## src/rtl/instr_exec_ctrl.sv

```systemverilog
// Multi-cycle execute controller in front of the 8x8 register file: accepts one
// instruction per handshake, reads both operands, computes a result and issues one write-back.
module instr_exec_ctrl #(
  parameter int WORD_LENGTH = 8,
  parameter int ADDR_LENGTH = 3
) (
  input  logic                   clk,
  input  logic                   reset,
  input  logic                   Instr_Valid,
  input  logic [15:0]            Instruction,
  output logic                   Instr_Ready,
  output logic [ADDR_LENGTH-1:0] Read_Register_1,
  output logic [ADDR_LENGTH-1:0] Read_Register_2,
  input  logic [WORD_LENGTH-1:0] Read_Data_1,
  input  logic [WORD_LENGTH-1:0] Read_Data_2,
  output logic                   reg_Write,
  output logic [ADDR_LENGTH-1:0] Write_Register,
  output logic [WORD_LENGTH-1:0] Write_Data,
  output logic                   Done,
  output logic                   Illegal,
  output logic                   Zero
);

  typedef enum logic [1:0] {
    IDLE = 2'd0,
    READ = 2'd1,
    WB   = 2'd2
  } state_t;

  localparam logic [3:0] OP_NOP = 4'd0;
  localparam logic [3:0] OP_ADD = 4'd1;
  localparam logic [3:0] OP_SUB = 4'd2;
  localparam logic [3:0] OP_AND = 4'd3;
  localparam logic [3:0] OP_OR  = 4'd4;
  localparam logic [3:0] OP_XOR = 4'd5;
  localparam logic [3:0] OP_LI  = 4'd6;
  localparam logic [3:0] OP_MOV = 4'd7;
  localparam logic [3:0] OP_SHL = 4'd8;
  localparam logic [3:0] OP_SHR = 4'd9;

  state_t                 state_r;
  state_t                 next_state_s;
  logic                   accept_s;
  logic [3:0]             opcode_r;
  logic [ADDR_LENGTH-1:0] rd_r;
  logic [ADDR_LENGTH-1:0] rs1_r;
  logic [ADDR_LENGTH-1:0] rs2_r;
  logic [7:0]             imm_r;
  logic [WORD_LENGTH-1:0] result_r;
  logic [WORD_LENGTH-1:0] alu_s;
  logic                   ready_r;
  logic                   done_r;
  logic                   illegal_r;
  logic                   write_r;
  logic                   zero_r;

  function automatic logic is_write_op(input logic [3:0] op);
    return (op >= OP_ADD) && (op <= OP_SHR);
  endfunction

  function automatic logic is_illegal_op(input logic [3:0] op);
    return op > OP_SHR;
  endfunction

  // State register
  always_ff @(posedge clk or negedge reset) begin
    if (!reset) begin
      state_r <= IDLE;
    end else begin
      state_r <= next_state_s;
    end
  end

  // Next-state decode; acceptance is gated by the registered ready so nothing is taken while reset settles
  always_comb begin
    next_state_s = state_r;
    accept_s     = 1'b0;
    case (state_r)
      IDLE: begin
        if (Instr_Valid && ready_r) begin
          next_state_s = READ;
          accept_s     = 1'b1;
        end else begin
          next_state_s = IDLE;
        end
      end
      READ:    next_state_s = WB;
      WB:      next_state_s = IDLE;
      default: next_state_s = IDLE;
    endcase
  end

  // Instruction field latch
  always_ff @(posedge clk or negedge reset) begin
    if (!reset) begin
      opcode_r <= 4'd0;
      rd_r     <= '0;
      rs1_r    <= '0;
      rs2_r    <= '0;
      imm_r    <= 8'd0;
    end else if (accept_s) begin
      opcode_r <= Instruction[15:12];
      rd_r     <= ADDR_LENGTH'(Instruction[11:9]);
      rs1_r    <= ADDR_LENGTH'(Instruction[8:6]);
      rs2_r    <= ADDR_LENGTH'(Instruction[5:3]);
      imm_r    <= Instruction[7:0];
    end else begin
      opcode_r <= opcode_r;
    end
  end

  // Result datapath; opcodes that do not write leave the result register untouched
  always_comb begin
    alu_s = result_r;
    case (opcode_r)
      OP_ADD:  alu_s = Read_Data_1 + Read_Data_2;
      OP_SUB:  alu_s = Read_Data_1 - Read_Data_2;
      OP_AND:  alu_s = Read_Data_1 & Read_Data_2;
      OP_OR:   alu_s = Read_Data_1 | Read_Data_2;
      OP_XOR:  alu_s = Read_Data_1 ^ Read_Data_2;
      OP_LI:   alu_s = WORD_LENGTH'(imm_r);
      OP_MOV:  alu_s = Read_Data_1;
      OP_SHL:  alu_s = Read_Data_1 << Read_Data_2[2:0];
      OP_SHR:  alu_s = Read_Data_1 >> Read_Data_2[2:0];
      OP_NOP:  alu_s = result_r;
      default: alu_s = result_r;
    endcase
  end

  // Result register, loaded at the edge leaving READ
  always_ff @(posedge clk or negedge reset) begin
    if (!reset) begin
      result_r <= '0;
    end else if ((state_r == READ) && is_write_op(opcode_r)) begin
      result_r <= alu_s;
    end else begin
      result_r <= result_r;
    end
  end

  // Registered handshake and completion outputs; write-back strobes trail the WB state by one edge
  always_ff @(posedge clk or negedge reset) begin
    if (!reset) begin
      ready_r   <= 1'b0;
      done_r    <= 1'b0;
      illegal_r <= 1'b0;
      write_r   <= 1'b0;
      zero_r    <= 1'b0;
    end else begin
      ready_r   <= (next_state_s == IDLE);
      done_r    <= (state_r == WB);
      illegal_r <= (state_r == WB) && is_illegal_op(opcode_r);
      write_r   <= (state_r == WB) && is_write_op(opcode_r);
      if ((state_r == WB) && is_write_op(opcode_r)) begin
        zero_r <= (result_r == '0);
      end else begin
        zero_r <= zero_r;
      end
    end
  end

  assign Instr_Ready     = ready_r;
  assign Read_Register_1 = rs1_r;
  assign Read_Register_2 = rs2_r;
  assign reg_Write       = write_r;
  assign Write_Register  = rd_r;
  assign Write_Data      = result_r;
  assign Done            = done_r;
  assign Illegal         = illegal_r;
  assign Zero            = zero_r;

endmodule

```

## config.mk

```make
export PLATFORM = sky130hd
export DESIGN_NAME = instr_exec_ctrl
export DESIGN_NICKNAME = d
export VERILOG_FILES = /design/src/rtl/instr_exec_ctrl.sv
export SDC_FILE = /design/constraint.sdc
export NUM_CORES = 1
export LEC_CHECK = 0
export BUFFER_PORTS_ARGS = -buffer_cell sky130_fd_sc_hd__buf_4
export CORE_MARGIN = 2
export CORE_UTILIZATION = 56
export DETAILED_ROUTE_END_ITERATION = 8
export PLACE_DENSITY = 0.81
export RECOVER_POWER = 25
export SYNTH_ARGS = -nofsm -noshare
export SYNTH_HDL_FRONTEND = slang
export SYNTH_SLANG_ARGS = --single-unit
```

## constraint.sdc

```tcl
create_clock -name clk -period 3.1 [get_ports clk]
set_clock_uncertainty 0.15 [all_clocks]
set_input_delay 0.155 -clock clk [delete_from_list [all_inputs] [get_ports clk]]
set_output_delay 0.155 -clock clk [all_outputs]
set_load 0.01 [all_outputs]
```

==> impl_metrics.json <==
{
  "outcome": "complete, but fails checks",
  "violations": "max-capacitance violations, max-slew violations",
  "power_switching_w": 0.00134,
  "final_layout_size_suffix_gt1_share_pct": 25.0,
  "path_class": "register to register",
  "period_share_pct": 92.7,
  "fp.dieArea_mm2": 0.00574,
  "cts.sinks": 31,
  "viasPerCell": 6.09,
  "antenna_found_initial": 0,
  "met3_usage_pct": 6.48,
  "p_seq_share_pct": 24.0,
  "initial_core_util_pct": 57.2,
  "p_clk_share_pct": 15.8,
  "fillerInstances": 379,
  "internal_power_w": 0.00172,
  "wl_per_cell_um": 18.4,
  "clock_latency_ns": 0.29,
  "cts_tree": "done",
  "worst_pin_slew_ns": 1.71,
  "p_total_w": 0.00305,
  "hold_violations": 0,
  "hpwlAfterDp_mm": 6.40,
  "async_reset_ff_share_pct": 100,
  "drv_cap": 1,
  "swShare_pct": 43.8,
  "combPwrFrac_pct": 60.1,
  "post_cts_buffers": 0,
  "cts_buffers": 5,
  "core_mm2": 0.00504,
  "drt_iter0_drc": 271,
  "synth_flop_cell": "dfrtp_1",
  "crit_path_end_kind": "register",
  "max_stage_delay_ns": 0.45,
  "relSlewSlack_pct": -13.8,
  "nNetsFinal": 452,
  "met2_usage_pct": 51.6,
  "p_leak_nw": 1.66,
  "fin_cells": 462,
  "crit_chain": "nand2b_1 > nor3_4 > mux2_2 > fa_1 > nor2b_1 > o21ai_1 > a21boi_0 > o21a_1 > or3_1 > a31oi_1",
  "die-width_um": 75.8,
  "synthCells": 328,
  "route.detailed.drc": 0,
  "ys_ff_latch": 31,
  "ys_seq_area_share_pct": 26.9,
  "hold_ws_ns": 0.212,
  "cp_max_fo": 7,
  "clockRootBuffer": "clkbuf_8",
  "grt_overflow": 0,
  "hold_class": "input pin to register",
  "area_growth_pct": 25.0,
  "track_usage_pct": 31.1,
  "p_per_area_mw_per_mm2": 846,
  "detail-route-antenna-nets": 0,
  "grt_pass1_vias": 2614,
  "rsz0062_at_grt": "no",
  "start_kind": "register",
  "synth_area_per_cell_um2": 8.80,
  "dp_cells": 437,
  "ys_types": 58,
  "met1_usage_pct": 40.8,
  "grt-busiest-layer": "met2",
  "worstHoldStart": "Instr_Valid",
  "grt_pass1_wl_mm": 13.3,
  "fmax_ghz": 0.348,
  "required_ns": 3.12,
  "clk_pin_slew_ns": 0.07,
  "synth_warnings": 0,
  "setup_viol": 0,
  "cts_resized": 0,
  "slew_viol_final": 32,
  "cts_buffer_depth": 2,
  "worstSetupStartpoint": "opcode_r[3]$_DFFE_PN0P_",
  "synth_nets": 389,
  "routed-via-count": 2815,
  "arrival_ns": 2.89,
  "fin_setup_tns_ns": 0,
  "gp_congestion": 0.927,
  "ir_drop_mv": 0.688,
  "io_buffers": 56,
  "ios": 57,
  "holdBufCountCts": 17,
  "rows": 26,
  "syn-cell-area_mm2": 0.00289,
  "synth_enable_flop_cells": 0,
  "r2r-start": "opcode_r[3]$_DFFE_PN0P_",
  "grt_max_degree": 32,
  "period_needed_ns": 2.88,
  "finalWirelength_mm": 8.51,
  "dieHeight_um": 75.8,
  "htree_levels": 2,
  "dr.pass1.iters": 5,
  "cp_slowest_cell": "fa_1",
  "diodes": 0
}
-- worst max-delay path: cells and delay by family (launching register included) --
family / cells / cell delay [ns]
compound gates: 4 / 0.61
simple gates: 4 / 0.74
fa+ha+maj: 1 / 0.45
flops: 1 / 0.38
mux: 1 / 0.42
-- flip-flops by register name (all words and copies together), names as in the netlist --
signal / count
imm_r: 4
opcode_r: 4
reg_Write: 1
Write_Data: 8
Instr_Ready: 1
Read_Register_2: 2
Read_Register_1: 3
Zero: 1
state_r: 2
Write_Register: 3
Illegal: 1
Done: 1
-- placed cells by master, fill, tap and decap left out, drive strengths merged, types with 5 or more instances in the layout --
cell         instances
buf                 62
dfrtp               31
o21ai               27
ha                  25
a21oi               24
inv                 23
nor2                22
nand2               21
dlygate4sd3         17
mux2                17
mux2i               13
xnor2               10
nand2b               8
clkbuf               7
nor3                 7
a31oi                5
nand3                5
o211ai               5
a211oi               5
nor4                 5
-- metrics by stage --
step	setup slack (ns)	util [%]	area [um^2]
after CTS	0.268	71.6	3610
after detailed placement	0.298	65.6	3310
after global routing	0.0974	71.6	3610
after floorplan	0.366	-	2890
final	0.225	71.6	3610
after global placement	0.392	65.6	3310
-- Yosys cell counts, types with 2 or more instances --
library cell / number / share of area (%)
and3_1: 3 / 0.65
nand2b_1: 8 / 1.7
mux2_2: 16 / 6.2
or3_1: 4 / 0.87
nor4_1: 4 / 0.87
o21ai_1: 4 / 0.69
nand2_1: 21 / 2.7
ha_1: 25 / 11
buf_2: 9 / 1.6
nor3_2: 2 / 0.69
o211ai_1: 4 / 1.0
o22ai_1: 4 / 0.87
xnor2_1: 10 / 3.0
mux2i_1: 13 / 4.5
a31oi_1: 5 / 1.1
o221ai_1: 2 / 0.61
nor3_1: 4 / 0.69
inv_1: 23 / 3.0
a211o_1: 2 / 0.61
dfrtp_1: 31 / 27
o32a_1: 2 / 0.69
a211oi_1: 4 / 1.0
a21oi_1: 24 / 4.2
clkbuf_1: 6 / 0.78
a2bb2oi_1: 2 / 0.61
mux4_2: 3 / 2.3
nor2b_1: 4 / 0.87
o21ai_0: 23 / 4.0
buf_4: 7 / 1.8
a21o_1: 3 / 0.78
buf_6: 2 / 0.78
nand3_1: 5 / 0.87
a22o_1: 2 / 0.61
nor2_1: 22 / 2.9
a221oi_1: 2 / 0.61
-- power groups by stage --
stage          clock network [W]  logic [W]  registers [W]
2_1_floorplan                  0    0.00124       0.000740
3_3_place_gp                   0    0.00175       0.000727
3_5_place_dp                   0    0.00177       0.000737
4_1_cts                 0.000490    0.00180       0.000731
5_1_grt                 0.000502    0.00200       0.000757
6_report                0.000483    0.00184       0.000733
-- area by class of cell --
class	count	area (um^2)	share of cell area [%]
Timing Repair Buffer	80	639	17.7
Inverter	24	90.1	2.50
Clock buffer	6	72.6	2.01
Sequential cell	31	776	21.5
Multi-Input combinational cell	249	1880	52.2
Tap cell	70	87.6	2.43
Clock inverter	2	60.1	1.66
-- cells by family after synthesis --
kind of cell,synth area share (%)
xor+xnor,3.34
compound gates,21.3
mux,13.6
buf+inv,8.06
simple gates,15.3
fa+ha+maj,11.5
flops,26.9
-- routing by layer --
metal / wire length, um / up-vias
met1: 3470 / 1351
met4: 173 / 0
met2: 4140 / 139
met5: 0 / -
li1: - / 1307
met3: 729 / 18
-- path summary, 6_finish.rpt --
check	endpoint	slack, ns	cells after the start
max in group asynchronous	Write_Data[1]$_DFFE_PN0P_	1.11	2
hold reg to reg	Write_Data[4]$_DFFE_PN0P_	0.35	2
setup / recovery	Write_Data[6]$_DFFE_PN0P_	0.22	10
hold / removal	state_r[0]$_DFF_PN0_	0.21	4
min in group asynchronous	Read_Register_1[2]$_DFFE_PN0P_	0.70	2
setup reg to reg	Write_Data[6]$_DFFE_PN0P_	0.22	10
Note: power is estimated with default switching activity, not from simulation.
